--- config.mk ---
export PLATFORM = sky130hd
export DESIGN_NAME = line_frame_counter_flat
export DESIGN_NICKNAME = d
export VERILOG_FILES = /design/src/rtl/line_frame_counter_pkg.sv /design/src/rtl/line_frame_counter_if.sv /design/src/rtl/line_frame_counter_term_counter.sv /design/src/rtl/line_frame_counter.sv /design/src/flat_wrapper.sv
export SDC_FILE = /design/constraint.sdc
export NUM_CORES = 1
export LEC_CHECK = 0
export CORE_MARGIN = 3
export CORE_UTILIZATION = 35
export CTS_CLUSTER_SIZE = 16
export DETAILED_ROUTE_END_ITERATION = 8
export PLACE_DENSITY_LB_ADDON = 0.08
export SKIP_LAST_GASP = 1
export SLEW_MARGIN = 0
export SYNTH_ARGS = -nofsm -noshare
export SYNTH_HDL_FRONTEND = slang
export SYNTH_SLANG_ARGS = --single-unit
--- constraint.sdc ---
create_clock -name clk -period 4.6 [get_ports clk]
set_input_delay 0.46 -clock clk [delete_from_list [all_inputs] [get_ports clk]]
set_output_delay 0.46 -clock clk [all_outputs]
set_load 0.01 [all_outputs]
--- src/rtl/line_frame_counter_pkg.sv ---
// Shared types and default widths for the line/frame counter.
// Optional build macro LFC_FRAME_CNT_EN adds an 8-bit frame counter output.
package lfc_pkg;

    localparam int LFC_CNT_W    = 12;
    localparam int LFC_ROW_W    = 11;
    localparam int LFC_TEST_LEN = 16;

    typedef enum logic {
        IDLE = 1'b0,
        RUN  = 1'b1
    } lfc_state_e;

endpackage

--- src/rtl/line_frame_counter_if.sv ---
// Control/status bundle between the pattern control FSM (master) and the counter (slave).
// frame_cnt exists only when LFC_FRAME_CNT_EN is defined.
interface line_frame_counter_if
    import lfc_pkg::*;
#(
    parameter int CNT_W = LFC_CNT_W,
    parameter int ROW_W = LFC_ROW_W
) ();

    logic             enb;
    logic             test;
    logic [CNT_W-1:0] line_len;
    logic [ROW_W-1:0] frame_lines;

    logic [CNT_W-1:0] col_cnt;
    logic [ROW_W-1:0] row_cnt;
    logic             endLine;
    logic             endFrame;
    logic             busy;
`ifdef LFC_FRAME_CNT_EN
    logic [7:0]       frame_cnt;
`endif

    modport master (
        output enb, test, line_len, frame_lines,
        input  col_cnt, row_cnt, endLine, endFrame, busy
`ifdef LFC_FRAME_CNT_EN
        , input frame_cnt
`endif
    );

    modport slave (
        input  enb, test, line_len, frame_lines,
        output col_cnt, row_cnt, endLine, endFrame, busy
`ifdef LFC_FRAME_CNT_EN
        , output frame_cnt
`endif
    );

endinterface

--- src/rtl/line_frame_counter_term_counter.sv ---
// Up-counter that wraps to zero after reaching a programmable terminal value.
// at_term_nxt compares the value the counter will hold after this edge.
module term_counter #(
    parameter int W = 8
) (
    input  logic         clk,
    input  logic         rst_n,
    input  logic         clr,
    input  logic         inc,
    input  logic [W-1:0] term,
    output logic [W-1:0] cnt,
    output logic         at_term,
    output logic         at_term_nxt
);

    logic [W-1:0] cnt_q, cnt_d;

    always_comb begin
        cnt_d = cnt_q;
        if (clr) begin
            cnt_d = '0;
        end else if (inc) begin
            cnt_d = at_term ? '0 : cnt_q + W'(1);
        end
    end

    always_ff @(posedge clk or negedge rst_n) begin
        if (!rst_n) begin
            cnt_q <= '0;
        end else begin
            cnt_q <= cnt_d;
        end
    end

    assign cnt         = cnt_q;
    assign at_term     = (cnt_q == term);
    assign at_term_nxt = (cnt_d == term);

endmodule

--- src/rtl/line_frame_counter.sv ---
// Column/row counter with registered end-of-line and end-of-frame strobes.
// Define LFC_FRAME_CNT_EN to add an 8-bit wrapping frame counter.
//
// state | meaning
// IDLE  | counters and strobes held at 0; config latched on first edge with enb=1
// RUN   | counting with the latched line length / lines per frame
module line_frame_counter
    import lfc_pkg::*;
#(
    parameter int CNT_W    = LFC_CNT_W,
    parameter int ROW_W    = LFC_ROW_W,
    parameter int TEST_LEN = LFC_TEST_LEN
) (
    input  logic                 clk,
    input  logic                 rst_n,
    line_frame_counter_if.slave  bus
);

    localparam logic [CNT_W-1:0] TEST_TERM = CNT_W'(TEST_LEN - 1);

    lfc_state_e       state_q, state_d;
    logic             cfg_test_q, cfg_test_d;
    logic [CNT_W-1:0] cfg_len_q, cfg_len_d;
    logic [ROW_W-1:0] cfg_rows_q, cfg_rows_d;
    logic             end_line_q, end_line_d;
    logic             end_frame_q, end_frame_d;
`ifdef LFC_FRAME_CNT_EN
    logic [7:0]       frame_cnt_q, frame_cnt_d;
`endif

    logic [CNT_W-1:0] t_col;
    logic [ROW_W-1:0] t_row;
    logic             run_cnt;
    logic [CNT_W-1:0] col_cnt;
    logic [ROW_W-1:0] row_cnt;
    logic             col_at_term, col_at_term_nxt;
    logic             row_at_term_unused, row_at_term_nxt;

    always_ff @(posedge clk or negedge rst_n) begin
        if (!rst_n) begin
            state_q     <= IDLE;
            cfg_test_q  <= 1'b0;
            cfg_len_q   <= '0;
            cfg_rows_q  <= '0;
            end_line_q  <= 1'b0;
            end_frame_q <= 1'b0;
`ifdef LFC_FRAME_CNT_EN
            frame_cnt_q <= '0;
`endif
        end else begin
            state_q     <= state_d;
            cfg_test_q  <= cfg_test_d;
            cfg_len_q   <= cfg_len_d;
            cfg_rows_q  <= cfg_rows_d;
            end_line_q  <= end_line_d;
            end_frame_q <= end_frame_d;
`ifdef LFC_FRAME_CNT_EN
            frame_cnt_q <= frame_cnt_d;
`endif
        end
    end

    always_comb begin
        state_d    = state_q;
        cfg_test_d = cfg_test_q;
        cfg_len_d  = cfg_len_q;
        cfg_rows_d = cfg_rows_q;
        unique case (state_q)
            IDLE: begin
                if (bus.enb) begin
                    state_d    = RUN;
                    cfg_test_d = bus.test;
                    cfg_len_d  = bus.line_len;
                    cfg_rows_d = bus.frame_lines;
                end
            end
            RUN: begin
                if (!bus.enb) begin
                    state_d = IDLE;
                end
            end
            default: state_d = IDLE;
        endcase
    end

    // Terminals follow the config being latched this edge, so the first RUN
    // cycle's strobes already reflect the new line length.
    assign t_col = cfg_test_d ? TEST_TERM : cfg_len_d - CNT_W'(1);
    assign t_row = cfg_rows_d - ROW_W'(1);

    always_comb begin
        run_cnt     = (state_q == RUN) && bus.enb;
        end_line_d  = (state_d == RUN) && col_at_term_nxt;
        end_frame_d = end_line_d && row_at_term_nxt;
`ifdef LFC_FRAME_CNT_EN
        frame_cnt_d = frame_cnt_q;
        if (state_d == IDLE) begin
            frame_cnt_d = '0;
        end else if (end_frame_q) begin
            frame_cnt_d = frame_cnt_q + 8'd1;
        end
`endif
    end

    term_counter #(.W(CNT_W)) u_col (
        .clk         (clk),
        .rst_n       (rst_n),
        .clr         (!run_cnt),
        .inc         (run_cnt),
        .term        (t_col),
        .cnt         (col_cnt),
        .at_term     (col_at_term),
        .at_term_nxt (col_at_term_nxt)
    );

    // Row wrap is handled inside the counter; only the look-ahead compare is used here.
    term_counter #(.W(ROW_W)) u_row (
        .clk         (clk),
        .rst_n       (rst_n),
        .clr         (!run_cnt),
        .inc         (run_cnt && col_at_term),
        .term        (t_row),
        .cnt         (row_cnt),
        .at_term     (row_at_term_unused),
        .at_term_nxt (row_at_term_nxt)
    );

    assign bus.col_cnt  = col_cnt;
    assign bus.row_cnt  = row_cnt;
    assign bus.endLine  = end_line_q;
    assign bus.endFrame = end_frame_q;
    assign bus.busy     = (state_q == RUN);
`ifdef LFC_FRAME_CNT_EN
    assign bus.frame_cnt = frame_cnt_q;
`endif

endmodule

--- src/flat_wrapper.sv ---
// flat-port wrapper written by rule: the top's interface ports become plain ports
module line_frame_counter_flat import lfc_pkg::*;
#(
    parameter int CNT_W    = LFC_CNT_W,
    parameter int ROW_W    = LFC_ROW_W,
    parameter int TEST_LEN = LFC_TEST_LEN
)
  (clk, rst_n, bus_enb, bus_test, bus_line_len, bus_frame_lines, bus_col_cnt, bus_row_cnt, bus_endLine, bus_endFrame, bus_busy);
  line_frame_counter_if #(.CNT_W(CNT_W), .ROW_W(ROW_W)) bus_i ();
  input  logic clk;
  input  logic rst_n;
  input wire logic [$bits(bus_i.enb)-1:0] bus_enb;
  input wire logic [$bits(bus_i.test)-1:0] bus_test;
  input wire logic [$bits(bus_i.line_len)-1:0] bus_line_len;
  input wire logic [$bits(bus_i.frame_lines)-1:0] bus_frame_lines;
  output wire logic [$bits(bus_i.col_cnt)-1:0] bus_col_cnt;
  output wire logic [$bits(bus_i.row_cnt)-1:0] bus_row_cnt;
  output wire logic [$bits(bus_i.endLine)-1:0] bus_endLine;
  output wire logic [$bits(bus_i.endFrame)-1:0] bus_endFrame;
  output wire logic [$bits(bus_i.busy)-1:0] bus_busy;
  assign bus_i.enb = bus_enb;
  assign bus_i.test = bus_test;
  assign bus_i.line_len = bus_line_len;
  assign bus_i.frame_lines = bus_frame_lines;
  assign bus_col_cnt = bus_i.col_cnt;
  assign bus_row_cnt = bus_i.row_cnt;
  assign bus_endLine = bus_i.endLine;
  assign bus_endFrame = bus_i.endFrame;
  assign bus_busy = bus_i.busy;
  line_frame_counter #(.CNT_W(CNT_W), .ROW_W(ROW_W), .TEST_LEN(TEST_LEN)) u_core (.clk(clk), .rst_n(rst_n), .bus(bus_i));
endmodule
==> results.py <==
metrics = {
    "timing": {
        "slew_headroom_pct": 43.92,
        "period_share_pct": 94.83,
        "drv_slew": 0,
        "setup_violations": 0,
        "rsz0062_at_grt": "false",
        "setup_slack_ns": 0.2379,
        "hold_viol_final": 0,
        "fmaxAchievable_mhz": 229.2,
        "period_needed_ns": 4.362,
        "skew_ns": 0.007874,
        "worst_pin_slew_ns": 0.8392,
    },
    "detailed_routing": {
        "drt-initial-drc-count": 196,
        "wl_per_cell_um": 17.03,
        "post_drt_via_cell_ratio": 5.403,
        "drt_wl_total_um": 11370,
        "drc_errors": 0,
        "drt_pass1_iterations": 4,
        "num_vias": 3609,
        "ant_nets": 0,
    },
    "clocking": {
        "cts_tree": "yes",
        "cts_buffers": 5,
        "clk_pin_slew_worst_paths_ns": 0.07,
        "htreeDepth": 2,
        "cts_buffer_depth": 2,
        "clockRootBuffer": "clkbuf_16",
        "clk_latency_ns": 0.30,
        "cts_hold_buffers": 0,
        "cts.sinks": 50,
    },
    "final_layout": {
        "areaGrowthSynthToFinish_pct": 30.20,
        "stdcell_area_um2": 5249,
        "utilization_pct": 47.58,
        "multi_input_area_um2": 2625,
        "nets": 558,
        "layout-drive-gt1-share_pct": 17.61,
        "finalNonFillerCells": 668,
        "antenna_cells": 0,
        "seq_area_um2": 1251,
        "fillCellCount": 1080,
    },
    "global_routing": {
        "grt_pass1_wl_um": 18890,
        "grt_max_degree": 51,
        "grt_util_all_layers_pct": 18.40,
        "grt_remaining_overflow": 0,
        "antenna_found_initial": 0,
        "grt_pass1_vias": 3697,
    },
    "floorplan": {
        "die_x_um": 113.3,
        "pin_count": 53,
        "rows": 38,
        "core_area_um2": 11030,
        "die_y_um": 113.3,
        "initial_core_util_pct": 36.55,
        "die_area_um2": 12840,
    },
    "synthesis": {
        "synth_top_area_share_pct": 31.04,
        "synth_area_leader_cell": "dfrtp_1",
        "avgSynthCellArea_um2": 9.310,
        "async_flop_share_pct": 100.0,
        "ys_ff_latch": 50,
        "synth_area_leaders": "dfrtp_1, xnor2_1, xnor3_1",
        "yosys.cell_count.top_type": "dfrtp_1",
        "postSynthCellCount": 433,
        "synth_commonest_cells": "dfrtp_1, nor2_1, nand2_1, xnor2_1, inv_1",
        "syn-cell-area_um2": 4031,
        "yosys.cell_types.count": 77,
        "yosys_warnings": 0,
        "ys_seq_area_share_pct": 31.04,
        "ys.flop_type": "dfrtp_1",
        "synth-edff-count": 0,
        "syn-num-nets": 464,
    },
    "placed_design": {
        "dpl_cell_area_um2": 5015,
        "globalplace.congestion": 0.8388,
        "place_ws_ns": -0.1982,
        "hpwl_um": 8771,
        "dp.cells": 658,
        "portBuffers": 52,
    },
    "run_status": {
        "status": "complete, no violations",
    },
    "power_and_ir_drop": {
        "p_leak_nw": 2.131,
        "powerDensity_nw_per_um2": 278.7,
        "ir_worst_vdd_uv": 127.3,
        "p_total_mw": 1.463,
    },
    "worst_setup_path": {
        "endpoint_kind": "flop",
        "critPathArrivalTime_ns": 4.56,
        "worst_r2r_path_depth": 16,
        "path_class": "in -> reg",
        "cp_max_fo": 10,
        "required_ns": 4.80,
        "worstSetupStartpointType": "primary input",
    },
    "hold_path": {
        "hp-class": "in -> async",
    },
    "job": {
        "drv_cap": 0,
    },
}
[what timing repair did]
item                                    in CTS  in global routing
endpoints found under the setup margin       0                  1
setup buffers                                0                  2
gates resized for setup                      0                  2
[registers in the layout (all words and copies together) (netlist names)]
name,count
u_core.bus.endFrame,1
u_core.u_col.cnt,12
u_core.bus.busy,1
u_core.u_row.cnt,11
u_core.cfg_rows_q,11
u_core.cfg_len_q,12
u_core.bus.endLine,1
u_core.cfg_test_q,1
[area by class of cell]
type                    count  area share, %
flip-flops and latches     50          23.84
clock buffers               6          2.646
inverters                  22          1.573
clock inverters             2          1.144
repair buffers            102          17.45
multi-input cells         346          50.01
well taps                 140          3.337
[placed cells by master (no fill, tap or decap), types with 4 or more instances in the layout]
cell,count
nor2_1,47
o22a_1,5
xnor3_1,8
xnor2_1,33
xor2_1,12
and3_1,7
nand2_1,44
ha_1,4
o31ai_1,4
dfrtp_1,50
inv_1,20
nand2b_1,6
mux2_2,5
nor3_1,10
nand3_1,16
clkdlybuf4s50_1,51
buf_4,48
a21oi_1,11
mux2i_1,17
nand4_1,6
a31oi_1,4
or3_1,10
nor4_1,10
o21ai_0,13
and2_1,4
clkbuf_16,5
[critical path, stage by stage]
cell and delay (ns):
clkdlybuf4s50_1 0.47, nor2b_4 0.21, buf_12 0.15, mux2i_2 0.26, ha_1 0.26, o211ai_4 0.11
a2111oi_2 0.34, buf_4 0.19, xnor3_1 0.14, nor4b_2 0.05, a31o_1 0.22, o2111a_1 0.27
or3_1 0.39, xnor2_1 0.18, a2111oi_4 0.42, nand4_1 0.13, nor4_1 0.30
[through the flow]
stage	setup TNS [ns]	hold slack (ns)
after floorplan	0	0.1644
after global placement	-0.1192	0.4840
after detailed placement	-0.1982	0.4800
after CTS	0	0.3062
after global routing	0	0.3389
final	0	0.2762
[cells by family (layout without fill, tap and decap cells)]
family	Yosys count	in the layout	synth area share, %
and+or+nand+nor	184	184	24.24
buffers and inverters	37	132	4.376
xor gates and xnor gates	53	53	14.25
DFF	50	50	31.04
muxes	30	30	8.845
AOI/OAI and AO/OA	75	75	16.02
adders and majority gates	4	4	1.242
[path summary, 6_finish.rpt]
check	start	end	slack (ns)
max	bus_enb	u_core.bus.endFrame	0.24
min	rst_n	u_core.cfg_len_q[7]	0.28
max reg2reg	u_core.bus.busy	u_core.bus.endFrame	0.48
min reg2reg	u_core.cfg_rows_q[10]	u_core.cfg_rows_q[10]	0.50
max in group asynchronous	rst_n	u_core.u_row.cnt[7]	3.88
min in group clk	u_core.cfg_rows_q[10]	u_core.cfg_rows_q[10]	0.50
[metal layers]
metal	GRT usage [%]	up-vias	wire length (µm)
li1	-	1754	-
met1	23.06	1743	4877
met2	31.83	88	5830
met3	3.636	24	391
met4	5.849	0	274
met5	0	-	0
[power by group]
part           switching [mW]  internal, mW
Combinational           0.246         0.218
Sequential             0.0234         0.471
Clock                   0.178         0.327
Total                   0.447          1.02
Power figures use the tool's default switching activity.
